**src/rtl/mem_array_rw.sv**
```systemverilog
// ROWS x COLS grid of WIDTH-bit cells with one synchronous write port and one
// registered read port; every reset starts a row-per-cycle hardware clear.
module mem_array_rw #(
  parameter int ROWS     = 8,
  parameter int COLS     = 8,
  parameter int WIDTH    = 1,
  parameter int ROW_BITS = 3,
  parameter int COL_BITS = 3
) (
  input  logic                _clock,
  input  logic                _reset,
  input  logic [ROW_BITS-1:0] _row,
  input  logic [COL_BITS-1:0] _column,
  input  logic                _wr_en,
  input  logic [WIDTH-1:0]    _wr_data,
  input  logic                _rd_en,
  output logic [WIDTH-1:0]    _value,
  output logic                _valid,
  output logic                _busy,
  output logic                _err
);

  localparam int DEPTH = ROWS * COLS;
  localparam int AW    = (DEPTH > 1) ? $clog2(DEPTH) : 1;

  // One extra bit so ROWS/COLS equal to 2^BITS still compare correctly.
  localparam logic [ROW_BITS:0]   ROWS_L   = (ROW_BITS + 1)'(ROWS);
  localparam logic [COL_BITS:0]   COLS_L   = (COL_BITS + 1)'(COLS);
  localparam logic [ROW_BITS-1:0] LAST_ROW = ROW_BITS'(ROWS - 1);

  typedef enum logic {
    ST_CLEAR = 1'b0,
    ST_READY = 1'b1
  } state_e;

  state_e               state_q;
  logic [ROW_BITS-1:0]  clr_cnt_q;
  logic [WIDTH-1:0]     value_q;
  logic                 valid_q;
  logic                 busy_q;
  logic                 err_q;
  logic [WIDTH-1:0]     mem_q [DEPTH];

  logic                 in_range_s;
  logic                 req_s;
  logic                 wr_ok_s;
  logic [AW-1:0]        idx_s;

  assign in_range_s = ({1'b0, _row} < ROWS_L) && ({1'b0, _column} < COLS_L);
  assign req_s      = _wr_en | _rd_en;
  assign wr_ok_s    = (state_q == ST_READY) && in_range_s && _wr_en;
  // Only meaningful when in_range_s is set, so truncation cannot alias.
  assign idx_s      = AW'(int'(_row) * COLS + int'(_column));

  // Storage: no reset, so contents survive reset edges until the clear reaches them.
  always_ff @(posedge _clock) begin
    if (!_reset) begin
      if (state_q == ST_CLEAR) begin
        for (int c = 0; c < COLS; c++) begin
          mem_q[AW'(int'(clr_cnt_q) * COLS + c)] <= {WIDTH{1'b0}};
        end
      end else if (wr_ok_s) begin
        mem_q[idx_s] <= _wr_data;
      end
    end
  end

  // Control FSM and registered outputs; reads sample storage before this edge's write.
  always_ff @(posedge _clock) begin
    if (_reset) begin
      state_q   <= ST_CLEAR;
      clr_cnt_q <= {ROW_BITS{1'b0}};
      busy_q    <= 1'b1;
      value_q   <= {WIDTH{1'b0}};
      valid_q   <= 1'b0;
      err_q     <= 1'b0;
    end else begin
      case (state_q)
        ST_CLEAR: begin
          valid_q <= 1'b0;
          err_q   <= 1'b0;
          if (clr_cnt_q == LAST_ROW) begin
            state_q <= ST_READY;
            busy_q  <= 1'b0;
          end else begin
            clr_cnt_q <= clr_cnt_q + {{(ROW_BITS-1){1'b0}}, 1'b1};
          end
        end
        ST_READY: begin
          if (in_range_s) begin
            err_q <= 1'b0;
            if (_rd_en) begin
              value_q <= mem_q[idx_s];
              valid_q <= 1'b1;
            end else begin
              valid_q <= 1'b0;
            end
          end else if (req_s) begin
            value_q <= {WIDTH{1'b0}};
            valid_q <= _rd_en;
            err_q   <= 1'b1;
          end else begin
            valid_q <= 1'b0;
            err_q   <= 1'b0;
          end
        end
        default: begin
          state_q   <= ST_CLEAR;
          clr_cnt_q <= {ROW_BITS{1'b0}};
          busy_q    <= 1'b1;
          valid_q   <= 1'b0;
          err_q     <= 1'b0;
        end
      endcase
    end
  end

  assign _value = value_q;
  assign _valid = valid_q;
  assign _busy  = busy_q;
  assign _err   = err_q;

endmodule

```
**config.mk**
```make
export PLATFORM = sky130hd
export DESIGN_NAME = mem_array_rw
export DESIGN_NICKNAME = d
export VERILOG_FILES = /design/src/rtl/mem_array_rw.sv
export SDC_FILE = /design/constraint.sdc
export NUM_CORES = 1
export LEC_CHECK = 0
export CAP_MARGIN = 20
export CORE_ASPECT_RATIO = 2
export CORE_MARGIN = 2
export CORE_UTILIZATION = 58
export CTS_BUF_LIST = sky130_fd_sc_hd__clkbuf_8
export DETAILED_ROUTE_END_ITERATION = 10
export PLACE_DENSITY = 0.78
export SLEW_MARGIN = 15
export SYNTH_ARGS = -nofsm -noshare
export SYNTH_HDL_FRONTEND = slang
export SYNTH_SLANG_ARGS = --single-unit
```
**constraint.sdc**
```tcl
create_clock -name _clock -period 4.35 [get_ports _clock]
set_clock_uncertainty 0.15 [all_clocks]
set_input_delay 1.0875 -clock _clock [delete_from_list [all_inputs] [get_ports _clock]]
set_output_delay 1.0875 -clock _clock [all_outputs]
set_load 0.005 [all_outputs]
```
## Yosys cells after proc, flatten, opt, wreduce, memory -nomap -nowiden

Memories as Yosys holds them, arrays and structs flattened. A register that Yosys moved wholly into a read port is not among the register bits.
Index checks and enable logic that the tools add are counted.

| cells by class | value |
|---|---|
| eq/ne operators | 1 |
| reduce and logical (&&, ||, !) cells | 5 |
| $add $sub $neg | 9 |
| muxes and demuxes | 14 |
| bitwise logic cells | 2 |

Operators by type and width:

| cell | count |
|---|---|
| 6-bit by 3-bit adder with 6-bit output, second input constant | 4 |
| 6-bit by 2-bit adder with 6-bit output, second input constant | 2 |
| 1-bit 2-to-1 mux | 12 |
| 6-bit by 1-bit adder with 6-bit output, second input constant | 1 |
| 6-bit by 3-bit adder with 6-bit output | 1 |
| 6-bit 2-to-1 mux | 1 |
| 2-bit AND reduction | 3 |
| 3-bit by 1-bit adder with 3-bit output, second input constant | 1 |
| 3-bit == test, second input constant | 1 |
| 1-bit inverter | 2 |
| 1-bit case mux with 2 select lines | 1 |
| 1-bit logical AND | 1 |
| 1-bit OR reduction | 1 |

| word-level totals | value |
|---|---|
| register bits | 6 |
| logic and storage cells | 36 |
| output and inout bits | 4 |
| memories kept | 1 |
| bits in writable memories | 64 |
| bits of input ports | 11 |

Memory list:

| name | words | bits a word | read ports | clocked after memory_dff | write ports | RTL line | text |
|---|---|---|---|---|---|---|---|
| mem_q | 64 | 1 | 1 | 1 | 8 | 42 | `logic [WIDTH-1:0] mem_q [DEPTH];` |

## Longest topological paths before layout

| logic depth | value |
|---|---|
| word-level depth | 7 |
| depth in mapped cells | 8 |
| depth with buffers taken out | 5 |

## Worst setup path before layout

OpenSTA, ideal clock, no wires.

| timing path | value |
|---|---|
| path type | input to register |
| start | in _column[0] |
| end | mem mem_q[0] (enable) |
| slack | 1.555 ns |
| stages | 5 |
| library setup time | 0.312 ns |
| buffers on the path | 2 |
| data arrival time | 2.332 ns |
| cells stage by stage | buf_6 > buf_2 > or4b_1 > a21o_1 > nor3_1 |

RTL lines:

| item | RTL line | text |
|---|---|---|
| from (decl) | 13 | `input logic [COL_BITS-1:0] _column,` |
| to (decl) | 42 |  |

==> results.toml <==
[drt]
drc_errors = 0
first_pass_iters = 5
drt-total-wl_um = 8900
routedWlPerCell_um = 18.1
via_count = 2961
detail_route.vias_per_cell = 6.02
antenna_left = 0
first_iter_violations = 262

[setup_path]
setup.worst_path.end_class = "flop"
slowest_stage = "and3b_1"
crit_chain = "clkdlybuf4s50_1 > buf_4 > and3b_1 > mux2_4 > nor4_2 > mux2i_1 > nor2_1"
path_delay_family = "simple AND/OR/NAND/NOR gates"
start_kind = "input pin"
path_class = "in -> reg"
critical_path_arrival_ns = 3.36
crit_cells = 7
r2r_start = "state_q"
r2r-end = "mem_q[7]"
cpPeakStageDelay_ns = 0.51
ff2ff_setup_slack_ns = 1.78
endpoint = "mem_q[7]"
worst-r2r-cell-count = 5
cp.required_ns = 4.41
cp_max_fo = 32
worst-path-buf-inv = 2
critPathLaunch = "_reset"

[synth]
synthTopCellsByArea = "dfxtp_1, mux2i_1, nor2_1"
yosys.area.top_type = "dfxtp_1"
synth_compound_area_share_pct = 3.28
yosysTopAreaCellShare_pct = 34.1
ys_async_sr_fraction_pct = 0
syn_inst = 390
synth-seq-cells = 71
synth_common_cells = "nor2_1, dfxtp_1, mux2i_1, nand3_1, nand2_1"
synth_edf_count = 8
synth_top_family_by_area = "multiplexers"
synth-simple-area-share_pct = 24.3
ys.flop_type = "dfxtp_1"
synth_fp_nets = 403
yosys-mux-area-fraction_pct = 26.6
synthXorXnorAreaFrac_pct = 0.237
yosysMostFrequentCell = "nor2_1"
synthAdderAreaFrac_pct = 0.676
synth.avg_cell_area_um2 = 9.49
syn_area_mm2 = 0.00370
ys_warn_count = 0
synth.yosys.seq_area_share_pct = 40.6
ys_types = 41

[floorplan]
rows = 41
core_area_mm2 = 0.00626
die-area_mm2 = 0.00708
die_w_um = 60.5
die_y_um = 117
io_pins = 15
start_util_pct = 59.2

[clock_tree]
clock_sink_count = 71
ctsHoldBuffers = 0
clk_latency_ns = 0.36
post_cts_resized = 0
postCtsSetupBuffers = 0
path_clk_slew_ns = 0.08
h-tree-depth = 3
numCtsBuffers = 9
cts_root_buffer = "clkbuf_8"
ctsLongestPathBuffers = 2
cts_tree = "built"

[placement]
dpl_cell_area_mm2 = 0.00391
hpwl_um = 6180
port_buffers = 13
place.gp.congestion = 0.917

[grt]
grt_pass1_wl_um = 14200
antenna_found_initial = 0
grt.total_usage_pct = 27.8
grt-ovfl-total = 0
grt_pass1_vias = 2814
grt_max_degree = 35

[flow_run]
cap_violations = 0

[timing]
setup_viol = 0
period_share_pct = 75.9
slew_headroom_pct = 43.5
tns_ns = 0
fin_crit_ns = 3.30
max_freq_mhz = 303
worst-slew-pin-transition_ns = 0.841
rsz0062_at_grt = "no"
finalHoldViolCount = 0
slew_viol_final = 0

[layout]
syn2layout_area_growth_pct = 10.1
final_nets = 414
n_antenna_cell = 0
drive_gt1_share_pct = 14.0
final_area_mm2 = 0.00408

[power]
power.density_mw_per_mm2 = 310
ir_drop_mv = 0.236
power.leakage_nw = 1.76

[worst_hold_path]
hold_class = "reg -> reg"

[status]
status = "finished, final reports clean"
[how the worst min path moves through the flow]
stage / start / to / slack, ns / depth (start not counted)
6_report: _busy / _busy / 0.31 / 1
5_1_grt: _busy / _busy / 0.34 / 1
4_1_cts: _busy / _busy / 0.32 / 1
3_5_place_dp: _busy / _busy / 0.30 / 1
3_3_place_gp: _busy / _busy / 0.29 / 1
2_1_floorplan: _busy / _busy / 0.30 / 1
[power breakdown]
| group | switching, mW | internal (mW) | leakage (nW) |
|---|---|---|---|
| registers | 0.00733 | 0.666 | 0.576 |
| logic | 0.0847 | 0.0442 | 1.09 |
| clock network | 0.245 | 0.215 | 0.0944 |
| total | 0.337 | 0.925 | 1.76 |
[per-layer routing]
metal / vias to the layer above / global-route usage, % / wire length (um)
li1: 1414 / - / -
met1: 1428 / 32.3 / 3450
met2: 86 / 45.1 / 4540
met3: 33 / 6.48 / 470
met4: 0 / 16.7 / 435
met5: - / 0 / 0
[layout by cell type, fill, tap and decap left out, types with 3 or more instances in the layout]
cell type and instances:
buf_4 15, clkbuf_8 10, clkdlybuf4s50_1 13, clkinv_2 3, dfxtp_1 63, edfxtp_1 8, inv_1 4, mux2_2 7
mux2i_1 61, mux4_2 12, nand2_1 17, nand2b_1 8, nand3_1 44, nor2_1 81, nor3_1 6, nor3_2 4
nor3b_1 9, nor4_1 6, o22ai_1 4
[per-stage QoR]
step | std cells | setup WS (ns) | total power, mW | utilization (%) | hold slack, ns
final | 492 | 1.05 | 1.26 | 65.1 | 0.315
after global routing | 492 | 0.934 | 1.31 | 65.1 | 0.341
after detailed placement | 476 | 0.682 | 0.815 | 62.4 | 0.305
after CTS | 492 | 1.06 | 1.27 | 65.1 | 0.323
after global placement | 476 | 0.707 | 0.814 | 62.4 | 0.289
after floorplan | 390 | 1.56 | 0.776 | - | 0.301
[final cells by class]
cell class | instances | area (um2)
fillers | 513 | 2180
repair buffers | 28 | 243
clock inverters | 6 | 30.0
inverters | 2 | 7.51
clock buffers | 10 | 138
multi-input cells | 289 | 2050
well taps | 86 | 108
flip-flops and latches | 71 | 1500
[worst register-to-register path, stage by stage (launching register included)]
cell and delay, ns:
dfxtp_1 0.56, and3b_1 0.52, mux2_4 0.50, nor4_2 0.40
mux2i_1 0.24, nor2_1 0.05
[flip-flops by register name, summed over array words and instances, names as in the netlist]
name	flops
_value	1
mem_q	64
clr_cnt_q	3
state_q	1
_valid	1
_busy	1
[cell families after synthesis]
logic type | Yosys count
AO/OA/AOI/OAI | 18
XOR/XNOR | 1
adder cells (fa/ha/maj) | 2
buffers and inverters | 30
flip-flops | 71
multiplexers | 82
other | 1
AND/OR/NAND/NOR | 185
Note: power is estimated with default switching activity, not from simulation.
